## src/rtl/vending_machine_multi_pkg.sv

```systemverilog
// rtl/vending_machine_multi_pkg.sv - coin/change codes, FSM states and coin valuation for the vending controller
package vm_pkg;

   localparam logic [1:0] COIN_NONE = 2'b00;
   localparam logic [1:0] COIN_5    = 2'b01;
   localparam logic [1:0] COIN_10   = 2'b10;
   localparam logic [1:0] COIN_20   = 2'b11;

   localparam logic [1:0] CHG_NONE  = 2'b00;
   localparam logic [1:0] CHG_5     = 2'b01;
   localparam logic [1:0] CHG_10    = 2'b10;

   typedef enum logic [1:0] {
      S_IDLE    = 2'd0,
      S_COLLECT = 2'd1,
      S_VEND    = 2'd2,
      S_CHANGE  = 2'd3
   } vm_state_t;

   // Change codes share the coin encoding, so this also values a change coin.
   function automatic logic [4:0] coin_value(input logic [1:0] code);
      case (code)
         COIN_5:  coin_value = 5'd5;
         COIN_10: coin_value = 5'd10;
         COIN_20: coin_value = 5'd20;
         default: coin_value = 5'd0;
      endcase
   endfunction

endpackage

```

## src/rtl/vending_machine_multi_if.sv

```systemverilog
// rtl/vending_machine_multi_if.sv - coin acceptor / dispenser signal bundle with front-end and controller views
interface vending_machine_multi_if #(
   parameter int SEL_W    = 2,
   parameter int CREDIT_W = 8
);
   logic [1:0]          in;
   logic                buy;
   logic [SEL_W-1:0]    sel;
   logic                cancel;
   logic                out;
   logic [SEL_W-1:0]    item;
   logic [1:0]          change;
   logic [CREDIT_W-1:0] credit;
   logic                busy;
   logic                coin_reject;
   logic                sold_out;

   modport master (
      output in, buy, sel, cancel,
      input  out, item, change, credit, busy, coin_reject, sold_out
   );

   modport slave (
      input  in, buy, sel, cancel,
      output out, item, change, credit, busy, coin_reject, sold_out
   );
endinterface

```

## src/rtl/vending_machine_multi_change_dispenser.sv

```systemverilog
// rtl/vending_machine_multi_change_dispenser.sv - serial change emitter, largest coin first, one coin per cycle
module vm_change_dispenser
   import vm_pkg::*;
#(
   parameter int CREDIT_W = 8
) (
   input  logic                clk,
   input  logic                rst,
   input  logic                load,
   input  logic [CREDIT_W-1:0] amount,
   output logic [1:0]          change,
   output logic                done
);
   logic [CREDIT_W-1:0] remaining;
   logic [CREDIT_W-1:0] src;
   logic [1:0]          code;

   always_comb begin
      src = load ? amount : remaining;
      if (src >= CREDIT_W'(10))
         code = CHG_10;
      else if (src != '0)
         code = CHG_5;
      else
         code = CHG_NONE;
   end

   always_ff @(posedge clk or posedge rst) begin
      if (rst) begin
         remaining <= '0;
         change    <= CHG_NONE;
      end else begin
         change    <= code;
         remaining <= src - CREDIT_W'(coin_value(code));
      end
   end

   // Set while the coin now on the output is the last one owed.
   assign done = (remaining == '0);

endmodule

```

## src/rtl/vending_machine_multi.sv

```systemverilog
// rtl/vending_machine_multi.sv - multi-item vending controller; define VM_STOCK_EN for per-item stock counters
module vending_machine_multi
   import vm_pkg::*;
#(
   parameter int                            NUM_ITEMS  = 4,
   parameter int                            SEL_W      = 2,
   parameter int                            CREDIT_W   = 8,
   parameter int                            MAX_CREDIT = 100,
   parameter logic [NUM_ITEMS*CREDIT_W-1:0] PRICES     = {8'd25, 8'd20, 8'd15, 8'd15},
   parameter int                            STOCK_INIT = 3
) (
   input logic                   clk,
   input logic                   rst,
   vending_machine_multi_if.slave bus
);
   localparam logic [CREDIT_W-1:0] MAX_C = CREDIT_W'(MAX_CREDIT);

   vm_state_t           state, state_n;
   logic [CREDIT_W-1:0] credit, credit_n, coin_sum, price;
   logic [SEL_W-1:0]    item_r, item_n;
   logic                out_r, out_n, busy_r, busy_n, reject_r, reject_n, sold_r, sold_n;
   logic                sel_ok, stock_ok, funds_ok, coin_in, load, take, done;
   logic [1:0]          change_w;

`ifdef VM_STOCK_EN
   localparam int STOCK_W = $clog2(STOCK_INIT + 1);
   logic [STOCK_W-1:0] stock [NUM_ITEMS];

   always_ff @(posedge clk or posedge rst) begin
      if (rst) begin
         for (int i = 0; i < NUM_ITEMS; i++) stock[i] <= STOCK_W'(STOCK_INIT);
      end else if (take) begin
         for (int i = 0; i < NUM_ITEMS; i++)
            if (bus.sel == SEL_W'(i)) stock[i] <= stock[i] - STOCK_W'(1);
      end
   end
`endif

   always_comb begin
      price    = '0;
      sel_ok   = 1'b0;
      stock_ok = 1'b1;
      for (int i = 0; i < NUM_ITEMS; i++) begin
         if (bus.sel == SEL_W'(i)) begin
            price  = PRICES[i*CREDIT_W +: CREDIT_W];
            sel_ok = 1'b1;
`ifdef VM_STOCK_EN
            stock_ok = (stock[i] != '0);
`endif
         end
      end
   end

   always_comb begin
      state_n  = state;
      credit_n = credit;
      out_n    = 1'b0;
      item_n   = '0;
      reject_n = 1'b0;
      sold_n   = 1'b0;
      load     = 1'b0;
      take     = 1'b0;
      coin_in  = (bus.in != COIN_NONE);
      coin_sum = credit + CREDIT_W'(coin_value(bus.in));
      funds_ok = sel_ok && (credit >= price);
      case (state)
         S_IDLE, S_COLLECT: begin
            if (bus.cancel && credit != '0) begin
               state_n  = S_CHANGE;
               load     = 1'b1;
               reject_n = coin_in;
            end else if (bus.buy && funds_ok && stock_ok) begin
               state_n  = S_VEND;
               credit_n = credit - price;
               out_n    = 1'b1;
               item_n   = bus.sel;
               take     = 1'b1;
               reject_n = coin_in;
            end else begin
               // A refused buy leaves the coin path free to credit this cycle's coin.
               sold_n = bus.buy && funds_ok && !stock_ok;
               if (coin_in) begin
                  if (coin_sum > MAX_C) begin
                     reject_n = 1'b1;
                  end else begin
                     credit_n = coin_sum;
                     state_n  = S_COLLECT;
                  end
               end
            end
         end
         S_VEND: begin
            reject_n = coin_in;
            if (credit != '0) begin
               state_n = S_CHANGE;
               load    = 1'b1;
            end else begin
               state_n = S_IDLE;
            end
         end
         S_CHANGE: begin
            reject_n = coin_in;
            credit_n = credit - CREDIT_W'(coin_value(change_w));
            if (done) state_n = S_IDLE;
         end
         default: state_n = S_IDLE;
      endcase
      busy_n = (state_n == S_VEND) || (state_n == S_CHANGE);
   end

   always_ff @(posedge clk or posedge rst) begin
      if (rst) begin
         state    <= S_IDLE;
         credit   <= '0;
         out_r    <= 1'b0;
         item_r   <= '0;
         busy_r   <= 1'b0;
         reject_r <= 1'b0;
         sold_r   <= 1'b0;
      end else begin
         state    <= state_n;
         credit   <= credit_n;
         out_r    <= out_n;
         item_r   <= item_n;
         busy_r   <= busy_n;
         reject_r <= reject_n;
         sold_r   <= sold_n;
      end
   end

   vm_change_dispenser #(.CREDIT_W(CREDIT_W)) u_change (
      .clk    (clk),
      .rst    (rst),
      .load   (load),
      .amount (credit),
      .change (change_w),
      .done   (done)
   );

   assign bus.out         = out_r;
   assign bus.item        = item_r;
   assign bus.change      = change_w;
   assign bus.credit      = credit;
   assign bus.busy        = busy_r;
   assign bus.coin_reject = reject_r;
   assign bus.sold_out    = sold_r;

endmodule
```

## src/flat_wrapper.sv

```systemverilog
// flat-port wrapper written by rule: the top's interface ports become plain ports
module vending_machine_multi_flat import vm_pkg::*;
#(
   parameter int                            NUM_ITEMS  = 4,
   parameter int                            SEL_W      = 2,
   parameter int                            CREDIT_W   = 8,
   parameter int                            MAX_CREDIT = 100,
   parameter logic [NUM_ITEMS*CREDIT_W-1:0] PRICES     = {8'd25, 8'd20, 8'd15, 8'd15},
   parameter int                            STOCK_INIT = 3
)
  (clk, rst, bus_in, bus_buy, bus_sel, bus_cancel, bus_out, bus_item, bus_change, bus_credit, bus_busy, bus_coin_reject, bus_sold_out);
  vending_machine_multi_if #(.SEL_W(SEL_W), .CREDIT_W(CREDIT_W)) bus_i ();
  input logic clk;
  input logic rst;
  input wire logic [$bits(bus_i.in)-1:0] bus_in;
  input wire logic [$bits(bus_i.buy)-1:0] bus_buy;
  input wire logic [$bits(bus_i.sel)-1:0] bus_sel;
  input wire logic [$bits(bus_i.cancel)-1:0] bus_cancel;
  output wire logic [$bits(bus_i.out)-1:0] bus_out;
  output wire logic [$bits(bus_i.item)-1:0] bus_item;
  output wire logic [$bits(bus_i.change)-1:0] bus_change;
  output wire logic [$bits(bus_i.credit)-1:0] bus_credit;
  output wire logic [$bits(bus_i.busy)-1:0] bus_busy;
  output wire logic [$bits(bus_i.coin_reject)-1:0] bus_coin_reject;
  output wire logic [$bits(bus_i.sold_out)-1:0] bus_sold_out;
  assign bus_i.in = bus_in;
  assign bus_i.buy = bus_buy;
  assign bus_i.sel = bus_sel;
  assign bus_i.cancel = bus_cancel;
  assign bus_out = bus_i.out;
  assign bus_item = bus_i.item;
  assign bus_change = bus_i.change;
  assign bus_credit = bus_i.credit;
  assign bus_busy = bus_i.busy;
  assign bus_coin_reject = bus_i.coin_reject;
  assign bus_sold_out = bus_i.sold_out;
  vending_machine_multi #(.NUM_ITEMS(NUM_ITEMS), .SEL_W(SEL_W), .CREDIT_W(CREDIT_W), .MAX_CREDIT(MAX_CREDIT), .PRICES(PRICES), .STOCK_INIT(STOCK_INIT)) u_core (.clk(clk), .rst(rst), .bus(bus_i));
endmodule
```

## config.mk

```make
export PLATFORM = sky130hd
export DESIGN_NAME = vending_machine_multi_flat
export DESIGN_NICKNAME = d
export VERILOG_FILES = /design/src/rtl/vending_machine_multi_pkg.sv /design/src/rtl/vending_machine_multi_if.sv /design/src/rtl/vending_machine_multi_change_dispenser.sv /design/src/rtl/vending_machine_multi.sv /design/src/flat_wrapper.sv
export SDC_FILE = /design/constraint.sdc
export NUM_CORES = 1
export LEC_CHECK = 0
export ABC_CLOCK_PERIOD_IN_PS = 3700
export CAP_MARGIN = 0
export CORE_ASPECT_RATIO = 1.75
export CORE_MARGIN = 1.5
export CORE_UTILIZATION = 40
export CTS_CLUSTER_SIZE = 40
export DETAILED_ROUTE_END_ITERATION = 12
export GPL_TIMING_DRIVEN = 0
export PLACE_DENSITY = 0.64
export REMOVE_ABC_BUFFERS = 1
export SYNTH_ARGS = -nofsm -noshare
export SYNTH_HDL_FRONTEND = slang
export SYNTH_SLANG_ARGS = --single-unit
```

## constraint.sdc

```tcl
create_clock -name clk -period 3.7 [get_ports clk]
set_input_delay 0.37 -clock clk [delete_from_list [all_inputs] [get_ports clk]]
set_output_delay 0.37 -clock clk [all_outputs]
set_load 0.05 [all_outputs]
```

==> flow_summary.toml <==
[run_status]
outcome = "completed"

[floorplan]
rows = 38
start_util_pct = 41.2
dieHeight_um = 108
io_pins = 24
die_area_mm2 = 0.00682
chipWidth_um = 63.1
core_mm2 = 0.00613

[detailed_routing]
via_per_inst = 5.64
drt_iter0_drc = 130
ant_nets = 0
via_count = 2172
routed_wire_length_per_instance_um = 16.6
dr.pass1.iters = 4
drc = 0
drt-total-wl_um = 6400

[timing]
post-route-period-util_pct = 92.3
slew-limit-headroom_pct = 34.4
skew_ps = 8.77
hold_ws_ps = 604
maxSlewViolCount = 0
worst_pin_slew_ps = 983
hold_violations = 0
finalSetupViolCount = 0
rsz0062_at_grt = "yes"
min_period_ps = 3420
fmax_ghz = 0.293
tns_ps = 0

[logic_synthesis]
yosysUniqueCellTypes = 66
synth_warnings = 0
syn_inst = 290
syn_area_mm2 = 0.00253
synth_edf_count = 0
synth_area_leaders = "dfrtp_1 25%, ha_1 9.4%, mux2i_1 4.4%"
synth.top_cell.area_share_pct = 24.8
avgSynthCellArea_um2 = 8.71
async_reset_ff_share_pct = 100
yosys.area.top_type = "dfrtp_1"
synth-seq-cells = 25
yosysSeqAreaShare_pct = 24.8
synth_flop_cell = "dfrtp_1"

[critical_path]
critical_path_class = "reg2reg"
required_ps = 3870
path_max_fanout = 20
end_kind = "register"
startpoint = "u_core.bus.credit[5]"
reg2reg_slack_ps = 280
reg2reg_from = "u_core.bus.credit[5]"
r2r_cells = 13
arrival_ps = 3590
worstSetupStartpointType = "register"
r2r-end = "u_core.u_change.remaining[5]"
crit_path_end = "u_core.u_change.remaining[5]"

[cts]
cts_tree = "done"
cts_max_level = 1
cts_root_buffer = "clkbuf_8"
cts_buffer_depth = 2
path_clk_slew_ps = 100
clk_latency_ps = 280
hold_buffers = 0
cts_num_sinks = 25
cts_buffers = 3

[place]
dpl.hpwl_um = 5050
dp_cells = 378
gp_congestion = 0.873
port_buffers = 22

[global_routing]
grt_pass1_vias = 2182
grt_pass1_wl_um = 10700
gr-usage-all-layers_pct = 20.1
antenna_found_initial = 0
grt_max_degree = 26
grt_overflow = 0

[pwr]
irDropWorstVdd_v = 0.000486
powerDensity_mw_per_mm2 = 1020
p_leak_uw = 0.00126
p_total_uw = 2930

[layout]
final.fill_count = 585
fin_cells = 385
nNetsFinal = 337
drive_gt1_share_pct = 9.51
fin_util_pct = 46.9
multi_input_area_mm2 = 0.00176
syn2layout_area_growth_pct = 13.8
seqCellArea_um2 = 628
diodes = 0

[run]
cap_viol_max_count = 0

[worst_hold_path]
min_path_type = "in2async"
-- stage by stage --
stage                     instance area (µm²)  setup slack, ps
after floorplan                          2460              262
after global placement                   2780             -274
after detailed placement                 2780             -324
after CTS                                2830             8.55
after global routing                     2870            -44.8
final                                    2870              284
-- worst min path at each step --
| stage | from | slack, ps | end |
|---|---|---|---|
| detailed placement | u_core.u_change.remaining[5] | 590 | u_core.u_change.remaining[5] |
| CTS | u_core.u_change.remaining[5] | 610 | u_core.u_change.remaining[5] |
| finish | rst | 600 | u_core.state[1] |
| floorplan | rst | 400 | u_core.bus.busy |
| global placement | u_core.u_change.remaining[5] | 580 | u_core.u_change.remaining[5] |
| global route | u_core.u_change.remaining[5] | 660 | u_core.u_change.remaining[5] |
-- cells in the final DEF, fill, tap and decap left out, drive strengths merged, types with 9 or more instances in the layout --
cell type and n:
nor2 18, nand2 21, nand2b 9, o21ai 18
a21oi 15, ha 19, nor2b 9, dfrtp 25
mux2i 11, inv 22, clkdlybuf4s50 22
-- flip-flops by register name, indices dropped and copies added (netlist names) --
signal	flops
u_core.bus.out	1
u_core.u_change.remaining	8
u_core.bus.credit	8
u_core.state	2
u_core.u_change.change	2
u_core.bus.item	2
u_core.bus.coin_reject	1
u_core.bus.busy	1
-- synth_stat cells, types with 2 or more instances --
library cell and count:
mux2i_1 11, a2111oi_0 2, a21o_1 4, nor2_1 18
o21a_1 3, nor2b_1 9, o211ai_2 3, fa_1 4
or3_1 2, nand3_1 3, or4_1 2, xnor2_1 7
and4b_1 2, mux2_4 3, buf_4 2, and2_1 3
ha_1 19, nand4_1 2, o211ai_1 3, a21boi_0 3
nor4b_1 2, xor2_1 8, a211oi_1 6, nor3b_1 2
and3_1 5, nor3_2 2, a31oi_1 3, mux2_2 2
nand2_1 21, a21oi_1 15, dfrtp_1 25, clkbuf_1 7
o21ai_0 16, nand2b_1 9, nor3_1 6, buf_2 5
inv_1 22
-- logic make-up (layout without fill, tap and decap cells) --
group	count (synthesis)	after routing	share of synthesized area, %
fa+ha+maj	23	23	12.6
simple gates	93	93	19.9
flops	25	25	24.8
compound gates	81	81	24.5
other cells	1	1	0.148
xor+xnor	15	15	5.20
mux	16	16	7.03
buf+inv	36	51	5.89
-- routing by layer --
layer	vias up	GRT usage, %	part of all wire (%)	wire, µm
li1	1084	-	-	-
met5	-	0	0	0
met2	26	40.7	58	3730
met1	1051	20.7	38	2440
met3	11	1.46	1.1	69
met4	0	7.94	2.6	164
-- cell type report --
cell class / instances / share of cell area [%]
sequential: 25 / 21.9
inverter: 22 / 2.87
tap: 80 / 3.48
timing repair buffer: 25 / 8.88
multi-input combinational: 229 / 61.3
clock buffer: 4 / 1.57
-- worst max-delay path, stage by stage, from the launching register on --
cell and delay, ps:
dfrtp_2 560, nor3_2 280, nand3_1 200, nand2_4 200, mux2_2 400, o211ai_2 270, inv_1 130, ha_1 290
nor2b_1 130, o21ai_0 230, a21boi_1 170, nor3_1 200, xnor2_1 150, mux2i_1 90
-- power by group --
group / leakage (µW) / switching (µW) / internal, µW
registers: 0.000288 / 212 / 401
logic: 0.000954 / 1240 / 904
clock network: 0.0000228 / 95.6 / 77.5
total: 0.00126 / 1550 / 1380
-- what timing repair did --
action | 4_1_cts | 5_1_grt
resized for setup | 2 | 4
pin swaps | 1 | 1
setup endpoints to repair | 7 | 10
buffers inserted | 0 | 3
No activity file was read; power rests on OpenSTA's default activity.
